## config.mk

```make
export PLATFORM = sky130hd
export DESIGN_NAME = mem_access_ctrl_flat
export DESIGN_NICKNAME = d
export VERILOG_FILES = /design/src/rtl/mem_access_ctrl_if.sv /design/src/rtl/mem_access_ctrl.sv /design/src/flat_wrapper.sv
export SDC_FILE = /design/constraint.sdc
export NUM_CORES = 1
export LEC_CHECK = 0
export ABC_CLOCK_PERIOD_IN_PS = 3800
export CAP_MARGIN = 30
export CORE_UTILIZATION = 44
export DETAILED_ROUTE_END_ITERATION = 16
export PLACE_DENSITY_LB_ADDON = 0.05
export SYNTH_ARGS = -nofsm -noshare
export SYNTH_HDL_FRONTEND = slang
export SYNTH_SLANG_ARGS = --single-unit
```

## constraint.sdc

```tcl
create_clock -name CLK -period 3.8 [get_ports CLK]
set_clock_uncertainty 0.1 [all_clocks]
set_input_delay 0.57 -clock CLK [delete_from_list [all_inputs] [get_ports CLK]]
set_output_delay 0.57 -clock CLK [all_outputs]
set_load 0.005 [all_outputs]
```

## src/rtl/mem_access_ctrl_if.sv

```systemverilog
// Data-memory bus between the MEM-stage access controller (master) and the data memory (slave).
interface mem_access_ctrl_if;
    logic        Mem_Req;
    logic        Mem_We;
    logic [31:0] Mem_Addr;
    logic [31:0] Mem_WData;
    logic        Mem_Ack;
    logic [31:0] Mem_RData;

    modport master (
        output Mem_Req, Mem_We, Mem_Addr, Mem_WData,
        input  Mem_Ack, Mem_RData
    );

    modport slave (
        input  Mem_Req, Mem_We, Mem_Addr, Mem_WData,
        output Mem_Ack, Mem_RData
    );
endinterface

```

## src/rtl/mem_access_ctrl.sv

```systemverilog
// MEM-stage data-memory access controller: IDLE -> REQ (until Mem_Ack or TIMEOUT) -> DONE, min 3 cycles.
// Backpressure: Pipe_Stall freezes the pipeline while a request waits in IDLE or is outstanding in REQ.
module mem_access_ctrl #(
    parameter int TIMEOUT = 16
) (
    input  logic              CLK,
    input  logic              RST,
    input  logic              EX_MEM_Read_Con,
    input  logic              EX_MEM_Write_Con,
    input  logic [31:0]       EX_MEM_ALUOut,
    input  logic [31:0]       EX_MEM_WData,
    mem_access_ctrl_if.master mem,
    output logic              Pipe_Stall,
    output logic [31:0]       MEM_RData,
    output logic              MEM_RData_Valid,
    output logic              Misalign_Err,
    output logic              Bus_Err
);
    typedef enum logic [1:0] {IDLE, REQ, DONE} state_t;

    localparam logic [7:0] LAST_WAIT = 8'(TIMEOUT - 1);

    state_t      state;
    logic        req_q;
    logic        we_q;
    logic [31:0] addr_q;
    logic [31:0] wdata_q;
    logic [7:0]  wait_cnt;
    logic        req_exist;

    assign req_exist = EX_MEM_Read_Con | EX_MEM_Write_Con;

    // Gated by RST so the pipeline is not held while the controller is in reset.
    assign Pipe_Stall = RST & ((state == REQ) | ((state == IDLE) & req_exist));

    assign mem.Mem_Req   = req_q;
    assign mem.Mem_We    = we_q;
    assign mem.Mem_Addr  = addr_q;
    assign mem.Mem_WData = wdata_q;

    always_ff @(posedge CLK or negedge RST) begin
        if (!RST) begin
            state           <= IDLE;
            req_q           <= 1'b0;
            we_q            <= 1'b0;
            addr_q          <= '0;
            wdata_q         <= '0;
            wait_cnt        <= '0;
            MEM_RData       <= '0;
            MEM_RData_Valid <= 1'b0;
            Misalign_Err    <= 1'b0;
            Bus_Err         <= 1'b0;
        end else begin
            MEM_RData_Valid <= 1'b0;
            Misalign_Err    <= 1'b0;
            Bus_Err         <= 1'b0;
            case (state)
                IDLE: begin
                    if (req_exist) begin
                        if (EX_MEM_ALUOut[1:0] == 2'b00) begin
                            state    <= REQ;
                            req_q    <= 1'b1;
                            we_q     <= EX_MEM_Write_Con;
                            addr_q   <= {EX_MEM_ALUOut[31:2], 2'b00};
                            wdata_q  <= EX_MEM_WData;
                            wait_cnt <= '0;
                        end else begin
                            state        <= DONE;
                            Misalign_Err <= 1'b1;
                        end
                    end
                end
                REQ: begin
                    // Ack is tested first so a same-cycle ack beats the timeout.
                    if (mem.Mem_Ack) begin
                        state <= DONE;
                        req_q <= 1'b0;
                        if (!we_q) begin
                            MEM_RData       <= mem.Mem_RData;
                            MEM_RData_Valid <= 1'b1;
                        end
                    end else if (wait_cnt == LAST_WAIT) begin
                        state     <= DONE;
                        req_q     <= 1'b0;
                        Bus_Err   <= 1'b1;
                        MEM_RData <= '0;
                    end else if (wait_cnt != 8'hFF) begin
                        wait_cnt <= wait_cnt + 8'd1;
                    end
                end
                DONE: state <= IDLE;
                default: state <= IDLE;
            endcase
        end
    end
endmodule

```

## src/flat_wrapper.sv

```systemverilog
// flat-port wrapper written by rule: the top's interface ports become plain ports
module mem_access_ctrl_flat 
#(
    parameter int TIMEOUT = 16
)
  (CLK, RST, EX_MEM_Read_Con, EX_MEM_Write_Con, EX_MEM_ALUOut, EX_MEM_WData, Pipe_Stall, MEM_RData, MEM_RData_Valid, Misalign_Err, Bus_Err, mem_Mem_Req, mem_Mem_We, mem_Mem_Addr, mem_Mem_WData, mem_Mem_Ack, mem_Mem_RData);
  mem_access_ctrl_if mem_i ();
  input  logic CLK;
  input  logic RST;
  input  logic EX_MEM_Read_Con;
  input  logic EX_MEM_Write_Con;
  input  logic [31:0] EX_MEM_ALUOut;
  input  logic [31:0] EX_MEM_WData;
  output logic Pipe_Stall;
  output logic [31:0] MEM_RData;
  output logic MEM_RData_Valid;
  output logic Misalign_Err;
  output logic Bus_Err;
  output wire logic [$bits(mem_i.Mem_Req)-1:0] mem_Mem_Req;
  output wire logic [$bits(mem_i.Mem_We)-1:0] mem_Mem_We;
  output wire logic [$bits(mem_i.Mem_Addr)-1:0] mem_Mem_Addr;
  output wire logic [$bits(mem_i.Mem_WData)-1:0] mem_Mem_WData;
  input wire logic [$bits(mem_i.Mem_Ack)-1:0] mem_Mem_Ack;
  input wire logic [$bits(mem_i.Mem_RData)-1:0] mem_Mem_RData;
  assign mem_Mem_Req = mem_i.Mem_Req;
  assign mem_Mem_We = mem_i.Mem_We;
  assign mem_Mem_Addr = mem_i.Mem_Addr;
  assign mem_Mem_WData = mem_i.Mem_WData;
  assign mem_i.Mem_Ack = mem_Mem_Ack;
  assign mem_i.Mem_RData = mem_Mem_RData;
  mem_access_ctrl #(.TIMEOUT(TIMEOUT)) u_core (.CLK(CLK), .RST(RST), .EX_MEM_Read_Con(EX_MEM_Read_Con), .EX_MEM_Write_Con(EX_MEM_Write_Con), .EX_MEM_ALUOut(EX_MEM_ALUOut), .EX_MEM_WData(EX_MEM_WData), .mem(mem_i), .Pipe_Stall(Pipe_Stall), .MEM_RData(MEM_RData), .MEM_RData_Valid(MEM_RData_Valid), .Misalign_Err(Misalign_Err), .Bus_Err(Bus_Err));
endmodule
```

==> parameters.txt <==
Parameter                              Value

Clock tree
  Reg clk slew, reported paths    100 ps
  Total number of H-tree levels    3
  CTS tree    done
  Max clock buf depth    2
  Total setup buffers inserted after CTS    0
  Total clock sinks    109
  Worst-Skew Late Latency    350 ps
  Buffer cell driving the clock tree root    clkbuf_8
  Post-cts sizing count    0
  CTS buffer count    9
  Hold_buf cts    0

Layout
  Footprint of the multi-input gates    1430 um^2
  Area growth from synthesis to final layout    55.4%
  Post-layout utilization of the core    71.2%
  Final net count    713
  Layout cells sized above 1    5.68%
  Area occupied by registers    2730 um^2
  ANT cells    0
  Layout filler cell count    721

GRT
  Wire length of the first global-routing pass    18.1 mm
  Pin count of the biggest net entering global routing    72
  Initial antenna violation count    0
  Remaining global-route overflow    0
  Total global routing track utilization    23.2%
  Vias in the first global route    3545

Routing
  Via Count    3618
  Post-DR wirelength/cell    15.3 um
  DRC violation count after routing    0
  Drt pass-1 iters    5
  Antenna Violating Nets Remaining    0
  Number of DRC violations after detailed-routing iteration 0    184
  Per-cell via count in the routed design    4.86
  Total Wirelength    11.4 mm

Yosys
  Post-synth EDFFs    0
  Fraction of the yosys area taken by sequential cells    63.8%
  Post-synth top flop    dfrtp_1
  Synthesis-stage register bit count    109
  Share of flip-flops with an asynchronous set or reset    100%
  Netlist area before placement    4270 um^2
  Number of synthesis warnings    0
  Synth Area per Inst    10.3 um^2
  Synthesized instance count    414
  Distinct cell type count after synthesis    34

STA
  Setup TNS after final layout    0 ps
  Max-slew violation total from the final report    0
  Final Hold Fails    0
  Worst-Margin Slew    669 ps
  Final min period    2620 ps
  Unrepaired setup endpoints after global routing    no
  Post-route worst hold slack    26.0 ps
  Worst relative slew slack    55.4%
  Tcrit/Tclk final    68.8%
  Setup WS post-layout    1180 ps
  Number of endpoints failing setup at the final stage    0
  Fmax    382 MHz

Floorplan
  X dimension of the die    101 um
  Row count    35
  Core ar.    9330 um^2
  Io pins    203
  Initial cell density of the core    45.8%
  Full die area    10100 um^2
  Height of the die    101 um

Place
  Post-Place Worst Slack    1190 ps
  Detailed Place HPWL    8.01 mm
  Port bufs    200
  GP Congestion    0.787

Worst setup path
  Critical path peak fanout    4
  Data required time at the worst endpoint    3130 ps
  Endpoint type of the worst setup path    output port
  Kind of critical path    in -> out
  Worst endpoint data arrival time    1950 ps
  CP Launch Type    input port

Power and ir drop
  Total power consumption of the routed design    0.00412 W
  Power per Cell Area    621 nW/um^2
  Worst vdd ir    295 uV
  Static leakage    3.17 nW

Run status
  Outcome    completed

Job
  Number of violations of the max-capacitance limit    0

Min path
  Worst hold path class    in -> async
==> synthesized netlist by cell type (all sizes together), types with 3 or more instances <==
cell type | number | area share, %
a22o | 33 | 6.8
buf | 15 | 2.8
a31oi | 6 | 0.88
nor4 | 3 | 0.44
dfrtp | 109 | 64
and3 | 6 | 0.97
a21oi | 7 | 0.82
nor2 | 6 | 0.53
nand2b | 6 | 0.88
nand2 | 191 | 17
mux2i | 3 | 0.70
o21ai | 6 | 0.70
clkbuf | 6 | 0.53
==> registers in the layout, indices dropped and copies added, names as in the netlist <==
| register | flops |
|---|---|
| u_core.mem.Mem_WData | 32 |
| u_core.state | 2 |
| u_core.wait_cnt | 8 |
| u_core.Bus_Err | 1 |
| u_core.mem.Mem_Addr | 30 |
| u_core.mem.Mem_Req | 1 |
| u_core.mem.Mem_We | 1 |
| u_core.MEM_RData_Valid | 1 |
| u_core.MEM_RData | 32 |
| u_core.Misalign_Err | 1 |
==> kinds of logic after synthesis <==
logic type / Yosys count / synth area share, %
AND/OR/NAND/NOR: 222 / 21.5
other: 1 / 0.0878
adder cells (fa/ha/maj): 1 / 0.293
flip-flops: 109 / 63.8
multiplexers: 3 / 0.703
buffers and inverters: 22 / 3.37
AO/OA/AOI/OAI: 56 / 10.2
==> worst max-delay path: stages <==
cell             delay [ps]
clkdlybuf4s50_1         580
nor3_1                   90
nor3b_1                 180
clkdlybuf4s50_1         530
==> through the flow <==
| stage | instances | cell area (um^2) |
|---|---|---|
| 3_3_place_gp | 728 | 6370 |
| 4_1_cts | 745 | 6640 |
| 3_5_place_dp | 729 | 6400 |
| 6_report | 745 | 6640 |
| 2_1_floorplan | 415 | 4280 |
| 5_1_grt | 745 | 6640 |
==> area by class of cell <==
| class | instances | area share (%) |
|---|---|---|
| multi-input combinational | 284 | 21.5 |
| tap | 129 | 2.43 |
| clock inverter | 6 | 1.75 |
| sequential | 109 | 41.1 |
| clock buffer | 10 | 1.92 |
| timing repair buffer | 206 | 31.3 |
| inverter | 1 | 0.0565 |
==> final timing paths <==
kind,cells past startpoint,endpoint,from,slack (ps)
min in group CLK,2,u_core.mem.Mem_Addr[4]$_DFFE_PN0P_,u_core.mem.Mem_Addr[4]$_DFFE_PN0P_,380
min reg2reg,2,u_core.mem.Mem_Addr[4]$_DFFE_PN0P_,u_core.mem.Mem_Addr[4]$_DFFE_PN0P_,380
max,4,Pipe_Stall,EX_MEM_Write_Con,1180
max in group asynchronous,3,u_core.mem.Mem_WData[24]$_DFFE_PN0P_,RST,2640
min,1,u_core.MEM_RData[2]$_DFFE_PN0P_,RST,30
max reg2reg,4,u_core.MEM_RData[20]$_DFFE_PN0P_,u_core.wait_cnt[4]$_DFFE_PN0P_,1760
==> layout by cell type, fill, tap and decap left out, drive strengths merged, types with 2 or more instances in the layout <==
master,count
o21ai,6
clkbuf,10
clkdlybuf4s50,199
or4,2
a21oi,7
nand2b,6
a22o,33
mux2i,3
conb,2
a31oi,6
nand2,191
nor4,3
inv,3
dfrtp,109
nor3,2
o21a,2
buf,7
and3,6
bufinv,3
nor2,6
==> where the power goes <==
part	total (W)	leakage (nW)	internal (W)	switching [W]
Clock	0.000831	0.121	0.000444	0.000387
Combinational	0.00150	1.67	0.000979	0.000518
Sequential	0.00179	1.37	0.00156	0.000229
Total	0.00412	3.17	0.00299	0.00113
==> per-layer routing <==
metal	up-vias	global-route usage (%)	part of all wire (%)
li1	1746	-	-
met1	1710	29.5	42
met2	145	38.6	48
met3	17	6.45	8.3
met4	0	7.58	1.5
met5	-	0	0
No activity file was read; power rests on OpenSTA's default activity.
